===== src/rtl/i2s_recv.sv =====
// I2S receiver: deserialises left/right NB-bit words on CBCLK rising strobes into one DATA_BITS sample.
// Latency: sample/rcv_rdy update 1 clk after the right-LSB CBrise; rcv_rdy held until rcv_ack, overrun flags overwrite.
module i2s_recv #(
  parameter int DATA_BITS = 32,
  parameter int TPD       = 5
) (
  input  logic                 clk,
  input  logic                 rst,
  input  logic                 lrclk,
  input  logic                 CBrise,
  input  logic                 CBfall,
  input  logic                 inbit,
  output logic [DATA_BITS-1:0] sample,
  output logic                 rcv_rdy,
  input  logic                 rcv_ack,
  output logic                 overrun,
  output logic                 frame_err
);

  localparam int NB = DATA_BITS / 2;
  localparam int CW = (NB > 2) ? $clog2(NB) : 1;

  typedef enum logic [2:0] {
    RX_SYNC, RX_LSKIP, RX_LEFT, RX_LWAIT, RX_RSKIP, RX_RIGHT, RX_RWAIT
  } state_t;

  state_t          state, state_nx;
  logic            lrclk_d;
  logic [CW-1:0]   cnt;
  logic [NB-1:0]   shift;
  logic [NB-1:0]   left_word;
  logic            lr_fall, lr_rise;
  logic            cnt_load, shift_en, left_done, right_done, err;
  logic            unused_ok;

  assign lr_fall   = lrclk_d & ~lrclk;
  assign lr_rise   = ~lrclk_d & lrclk;
  assign unused_ok = CBfall ^ shift[NB-1] ^ (TPD < 0);

  always_ff @(posedge clk) begin
    if (rst) state <= RX_SYNC;
    else     state <= state_nx;
  end

  // A CBrise coinciding with the accepted lrclk edge is the skipped bit,
  // so the FSM then goes straight to the capture state.
  always_comb begin
    state_nx = state;
    unique case (state)
      RX_SYNC, RX_RWAIT: begin
        if (lr_fall) state_nx = CBrise ? RX_LEFT : RX_LSKIP;
      end
      RX_LWAIT: begin
        if (lr_rise) state_nx = CBrise ? RX_RIGHT : RX_RSKIP;
      end
      RX_LSKIP, RX_LEFT, RX_RSKIP, RX_RIGHT: begin
        if (lr_fall)      state_nx = CBrise ? RX_LEFT : RX_LSKIP;
        else if (lr_rise) state_nx = RX_SYNC;
        else if (CBrise) begin
          unique case (state)
            RX_LSKIP: state_nx = RX_LEFT;
            RX_RSKIP: state_nx = RX_RIGHT;
            RX_LEFT:  if (cnt == '0) state_nx = RX_LWAIT;
            default:  if (cnt == '0) state_nx = RX_RWAIT;
          endcase
        end
      end
      default: state_nx = RX_SYNC;
    endcase
  end

  always_comb begin
    cnt_load   = 1'b0;
    shift_en   = 1'b0;
    left_done  = 1'b0;
    right_done = 1'b0;
    err        = 1'b0;
    unique case (state)
      RX_SYNC, RX_RWAIT: cnt_load = lr_fall & CBrise;
      RX_LWAIT:          cnt_load = lr_rise & CBrise;
      RX_LSKIP, RX_RSKIP: begin
        if (lr_fall | lr_rise) begin
          err      = 1'b1;
          cnt_load = lr_fall & CBrise;
        end else begin
          cnt_load = CBrise;
        end
      end
      RX_LEFT, RX_RIGHT: begin
        if (lr_fall | lr_rise) begin
          err      = 1'b1;
          cnt_load = lr_fall & CBrise;
        end else if (CBrise) begin
          shift_en   = 1'b1;
          left_done  = (state == RX_LEFT)  && (cnt == '0);
          right_done = (state == RX_RIGHT) && (cnt == '0);
        end
      end
      default: ;
    endcase
  end

  always_ff @(posedge clk) begin
    if (rst) begin
      lrclk_d   <= 1'b0;
      cnt       <= '0;
      shift     <= '0;
      left_word <= '0;
      sample    <= '0;
      rcv_rdy   <= 1'b0;
      overrun   <= 1'b0;
      frame_err <= 1'b0;
    end else begin
      lrclk_d   <= lrclk;
      frame_err <= err;
      overrun   <= right_done & rcv_rdy & ~rcv_ack;
      if (cnt_load)                  cnt <= CW'(NB - 1);
      else if (shift_en && cnt != '0) cnt <= cnt - 1'b1;
      if (shift_en)  shift     <= {shift[NB-2:0], inbit};
      if (left_done) left_word <= {shift[NB-2:0], inbit};
      // A completion beats a same-clk ack so the fresh frame is never lost.
      if (right_done) begin
        sample  <= {left_word, shift[NB-2:0], inbit};
        rcv_rdy <= 1'b1;
      end else if (rcv_ack) begin
        rcv_rdy <= 1'b0;
      end
    end
  end

endmodule


===== config.mk =====
export PLATFORM = sky130hd
export DESIGN_NAME = i2s_recv
export DESIGN_NICKNAME = d
export VERILOG_FILES = /design/src/rtl/i2s_recv.sv
export SDC_FILE = /design/constraint.sdc
export NUM_CORES = 1
export LEC_CHECK = 0
export ABC_AREA = 1
export CORE_UTILIZATION = 50
export DETAILED_ROUTE_END_ITERATION = 10
export PLACE_DENSITY = 0.78
export SLEW_MARGIN = 20
export SYNTH_ARGS = -nofsm -noshare
export SYNTH_HDL_FRONTEND = slang
export SYNTH_SLANG_ARGS = --single-unit
export TNS_END_PERCENT = 5

===== constraint.sdc =====
create_clock -name clk -period 2.29 [get_ports clk]
set_clock_uncertainty 0.2 [all_clocks]
set_input_delay 0.229 -clock clk [delete_from_list [all_inputs] [get_ports clk]]
set_output_delay 0.229 -clock clk [all_outputs]
set_load 0.005 [all_outputs]

* After elaboration in Yosys (flattened, before gate mapping)
Index checks and enable logic that the tools add are counted.
** Storage, ports and cells
- Register bits after elaboration :: 74
- Input port bits :: 7
- Output and inout bits :: 35
- Word-level logic and storage cells :: 74
** Cells by class
- Add/sub/neg operators :: 1
- Equality and inequality tests :: 11
- Muxes and demuxes :: 28
- Bitwise logic cells :: 11
- Reduce and logical (&&, ||, !) cells :: 14
** Operators with widths (count)
- $mux 3 :: 7
- $pmux 3 s3 :: 2
- $mux 1 :: 15
- $eq 3x3->1 const B :: 3
- $mux 4 :: 2
- $reduce_or 2->1 :: 4
- $and 1x1->1 :: 6
- $eq 3x2->1 const B :: 2
- $ne 6x1->1 const B :: 1
- $ne 5x5->1 const B :: 1
- $reduce_and 5->1 :: 1
- $logic_not 4->1 :: 1
- $ne 2x2->1 const B :: 2
- $ne 4x1->1 const B :: 1
- $not 1->1 :: 4
- $pmux 1 s4 :: 1
- $reduce_bool 2->1 :: 2
- $reduce_bool 4->1 :: 1
- $reduce_or 4->1 :: 1
- $sub 4x1->4 const B :: 1
- $eq 3x1->1 const B :: 1
- $logic_and 1x1->1 :: 3
- $logic_not 3->1 :: 1
- $mux 2 :: 1
- $or 1x1->1 :: 1

* Logic depth before layout (Yosys ltp)
- Depth after elaboration :: 8
- Depth in mapped cells :: 12
- Mapped depth without buffers :: 12

* Least setup slack after synthesis
OpenSTA, ideal clock, no wires.
- Path kind :: flip-flop to flip-flop
- Start :: register lrclk_d
- End :: register sample[14]
- Setup time :: 0.116 ns
- Data arrival time :: 1.452 ns
- Data required time :: 1.974 ns
- Setup slack :: 0.522 ns
- Cell stages (with the launch flop) :: 8
- Buffers on the path :: 1
- Clock period less this slack :: 1.768 ns
- Cell sequence :: dfxtp_1 > ha_1 > nand2_1 > nor3_4 > inv_4 > buf_6 > nor2_2 > nor2_1
** On the way
- Longest elaborated chain between the ends :: 5
- Elaborated cells between the ends (all ways) :: 6
- Classes of those cells :: 2 x mux; 4 x bitwise
** Ends and longest elaborated chain
- from (decl) :: RTL line 28 : logic lrclk_d;
- from (signal assigned) :: RTL line 114 : lrclk_d <= lrclk;
- $not 1->1 :: RTL line 37 : assign lr_rise = ~lrclk_d & lrclk;
- $and 1x1->1 :: RTL line 37
- $or 1x1->1 (*) :: RTL line 90 : if (lr_fall | lr_rise) begin
- $mux 1 (*) :: RTL line 90
- $mux 1 (*) :: RTL line 78 : unique case (state)
- to (signal assigned) :: RTL line 123 : sample <= {left_word, shift[NB-2:0], inbit};
- to (decl) :: RTL line 13 : output logic [DATA_BITS-1:0] sample,
Every way passes the cells marked *; elsewhere a longest branch is shown, timed or not.
A chain may end at the register's enable or synchronous reset.

* Worst setup path after layout
- Start :: input port lrclk
- End :: register sample[31]
** On the way
- Longest elaborated chain between the ends :: 5
- Elaborated cells between the ends (all ways) :: 6
- Classes of those cells :: 2 x mux; 4 x bitwise
** Ends and longest elaborated chain
- from (decl) :: RTL line 9 : input logic lrclk,
- $not 1->1 :: RTL line 36 : assign lr_fall = lrclk_d & ~lrclk;
- $and 1x1->1 :: RTL line 36
- $or 1x1->1 (*) :: RTL line 90
- $mux 1 (*) :: RTL line 90
- $mux 1 (*) :: RTL line 78
Marks and branches as above.

==> impl_metrics.json <==
{
  "hp-class": "in -> reg",
  "setup_violations": 0,
  "synth-edff-count": 0,
  "critPathCaptureType": "flop",
  "critPathMaxFanout": 21,
  "place_area_um2": 3440,
  "layout-drive-gt1-share_pct": 12.8,
  "cts_root_buffer": "sky130_fd_sc_hd__clkbuf_8",
  "fin_hold_ws_ns": 0.281,
  "die_w_um": 79.6,
  "timing.setup.tns_ns": 0,
  "design_area_um2": 3630,
  "post_synth_main_area_contributors": "sky130_fd_sc_hd__dfxtp_1 49%, sky130_fd_sc_hd__nor2_1 16%, sky130_fd_sc_hd__o21ai_0 7.3%, sky130_fd_sc_hd__nand2_1 4.7%, sky130_fd_sc_hd__o21ai_1 4.0%",
  "tightestPinTransition_ns": 0.457,
  "synth_largest_type_area_fraction_pct": 49.2,
  "finalCritPeriodShare_pct": 88.7,
  "insertion_delay_ns": 0.34,
  "clock_tree_from_tritoncts": "yes",
  "postRouteAntennaNets": 0,
  "areaGrowthSynthToFinish_pct": 20.6,
  "required_ns": 2.37,
  "syn_area_um2": 3010,
  "totalWireLength_um": 6170,
  "track_usage_pct": 22.0,
  "register_area_um2": 1480,
  "globalRouteOverflowTotal": 0,
  "drt_iter0_markers": 154,
  "synth_largest_area_cell": "sky130_fd_sc_hd__dfxtp_1",
  "peakVddDrop_mv": 0.517,
  "min_period_ns": 2.03,
  "grt_max_degree": 56,
  "max-slew-margin-rel_pct": 69.5,
  "cts.repair_timing.setup_buffer_count": 0,
  "place_congestion": 0.838,
  "maxSlewViolCount": 0,
  "yosys_synthesis_warning_count": 0,
  "max_freq_mhz": 492,
  "ys_types": 26,
  "post_synth.cell_area_avg_um2": 7.56,
  "die_area_um2": 6340,
  "p_leak_nw": 1.66,
  "grt_pass1_vias": 2426,
  "dieHeight_um": 79.6,
  "cts-buffers-inserted": 9,
  "multi_input_comb_area_um2": 1320,
  "post_synth_inst_count": 398,
  "timing.reg2reg.setup_slack_ns": 0.38,
  "postCtsResizedCells": 0,
  "cp_data_arrival_time_ns": 2.11,
  "ys_dominant_reg_cell": "sky130_fd_sc_hd__dfxtp_1",
  "placeableCoreArea_um2": 5640,
  "num_vias": 2586,
  "antenna_found_initial": 0,
  "drt_pre_antenna_iters": 4,
  "initial_utilization_pct": 53.4,
  "num_antenna_cells": 0,
  "netlist_top_cells_count": "126 x sky130_fd_sc_hd__nor2_1, 74 x sky130_fd_sc_hd__dfxtp_1, 44 x sky130_fd_sc_hd__o21ai_0, 38 x sky130_fd_sc_hd__nand2_1, 24 x sky130_fd_sc_hd__o21ai_1",
  "post_drt_wl_per_cell_um": 11.9,
  "detailedPlacementHpwl_um": 4050,
  "clkSinkCount": 74,
  "crit_type": "in -> reg",
  "placement_setup_slack_ns": -0.0917,
  "nets": 449,
  "unrepaired_setup_endpoints_after_global_routing": "false",
  "grt_first_pass_wirelength_um": 10800,
  "synth_fp_nets": 408,
  "via_per_inst": 5.01,
  "max_cap_violations": 0,
  "timing_hold_violations_final": 0,
  "timing.final.ws_setup_ns": 0.258,
  "worst_setup_path_start_kind": "input pin",
  "route.detailed.drc": 0,
  "p_per_area_nw_per_um2": 890,
  "cts_htree_levels": 3,
  "cts.reportedPaths.clkPinSlew_ns": 0.07,
  "power_total_w": 0.00323,
  "max-clock-path-buffers": 2,
  "synth_async_sr_flop_share_pct": 0,
  "ctsHoldBuffers": 0,
  "outcome": "complete, no violations",
  "synth-seq-area-share_pct": 49.2,
  "yosys_register_bits": 74,
  "floorplan.io_pins": 42,
  "yosys.cell_count.top_type": "sky130_fd_sc_hd__nor2_1",
  "rows": 27,
  "fillCellCount": 499,
  "numPortBuffers": 40
}
-- registers in the layout (all words and copies together), names as in the netlist --
signal     cells
frame_err      1
sample        32
rcv_rdy        1
overrun        1
shift         15
cnt            4
state          3
left_word     16
lrclk_d        1
-- report_power, final --
group,total (W),switching (W),internal [W]
Clock,0.000937,0.000459,0.000478
Sequential,0.00151,0.000112,0.00140
Combinational,0.000787,0.000507,0.000279
-- worst max-delay path, stage by stage --
cell and delay [ns]:
sky130_fd_sc_hd__clkdlybuf4s50_1 0.48, sky130_fd_sc_hd__inv_1 0.06, sky130_fd_sc_hd__ha_1 0.33, sky130_fd_sc_hd__nand2_1 0.18
sky130_fd_sc_hd__nor3_4 0.31, sky130_fd_sc_hd__buf_4 0.28, sky130_fd_sc_hd__o21ai_0 0.10, sky130_fd_sc_hd__nor2_1 0.13
-- metal layers --
layer  up-vias  share of wire [%]  GRT usage (%)
met5         -                  0              0
met4         0                1.4           9.09
met3         7                4.9           5.60
met2        62                 45           34.6
met1      1173                 49           28.4
li1       1344                  -              -
-- metrics by stage --
stage                     cells  utilization (%)
after detailed placement    500             61.0
after floorplan             398                -
final                       516             64.3
after global placement      500             61.0
after CTS                   516             64.3
after global routing        516             64.3
-- final timing paths --
path                     start          to  cells past startpoint
setup / recovery         lrclk  sample[31]                      8
hold / removal           lrclk     lrclk_d                      3
setup reg to reg       lrclk_d  sample[31]                      6
hold reg to reg   left_word[5]  sample[21]                      2
-- kinds of logic (layout without fill, tap and decap cells) --
| group | after synthesis | in the layout | share of synthesized area [%] |
|---|---|---|---|
| and+or+nand+nor | 204 | 204 | 29.7 |
| AOI/OAI and AO/OA | 75 | 75 | 12.6 |
| DFF | 74 | 74 | 49.2 |
| buffers and inverters | 41 | 87 | 6.98 |
| adders and majority gates | 3 | 3 | 1.25 |
| xor gates and xnor gates | 1 | 1 | 0.291 |
-- area by class of cell --
cell class / instances / share of cell area, %
Clock buffer: 12 / 4.55
Multi-Input combinational cell: 283 / 36.3
Clock inverter: 4 / 0.689
Sequential cell: 74 / 40.8
Timing Repair Buffer: 48 / 12.7
Inverter: 23 / 2.45
Tap cell: 72 / 2.48
-- cells in the final DEF, fill, tap and decap left out, types with 3 or more instances in the layout --
cell type,Yosys,layout
sky130_fd_sc_hd__clkdlybuf4s50_1,0,40
sky130_fd_sc_hd__inv_1,18,18
sky130_fd_sc_hd__dfxtp_1,74,74
sky130_fd_sc_hd__inv_2,4,4
sky130_fd_sc_hd__clkbuf_8,0,12
sky130_fd_sc_hd__o21ai_0,44,44
sky130_fd_sc_hd__ha_1,3,3
sky130_fd_sc_hd__nand2_2,3,3
sky130_fd_sc_hd__nor2_1,126,126
sky130_fd_sc_hd__nor2_2,18,18
sky130_fd_sc_hd__nand2_1,38,38
sky130_fd_sc_hd__buf_4,1,8
sky130_fd_sc_hd__a21oi_1,6,6
sky130_fd_sc_hd__o21ai_1,24,24
sky130_fd_sc_hd__nand3_1,9,9
Note: power is estimated with default switching activity, not from simulation.
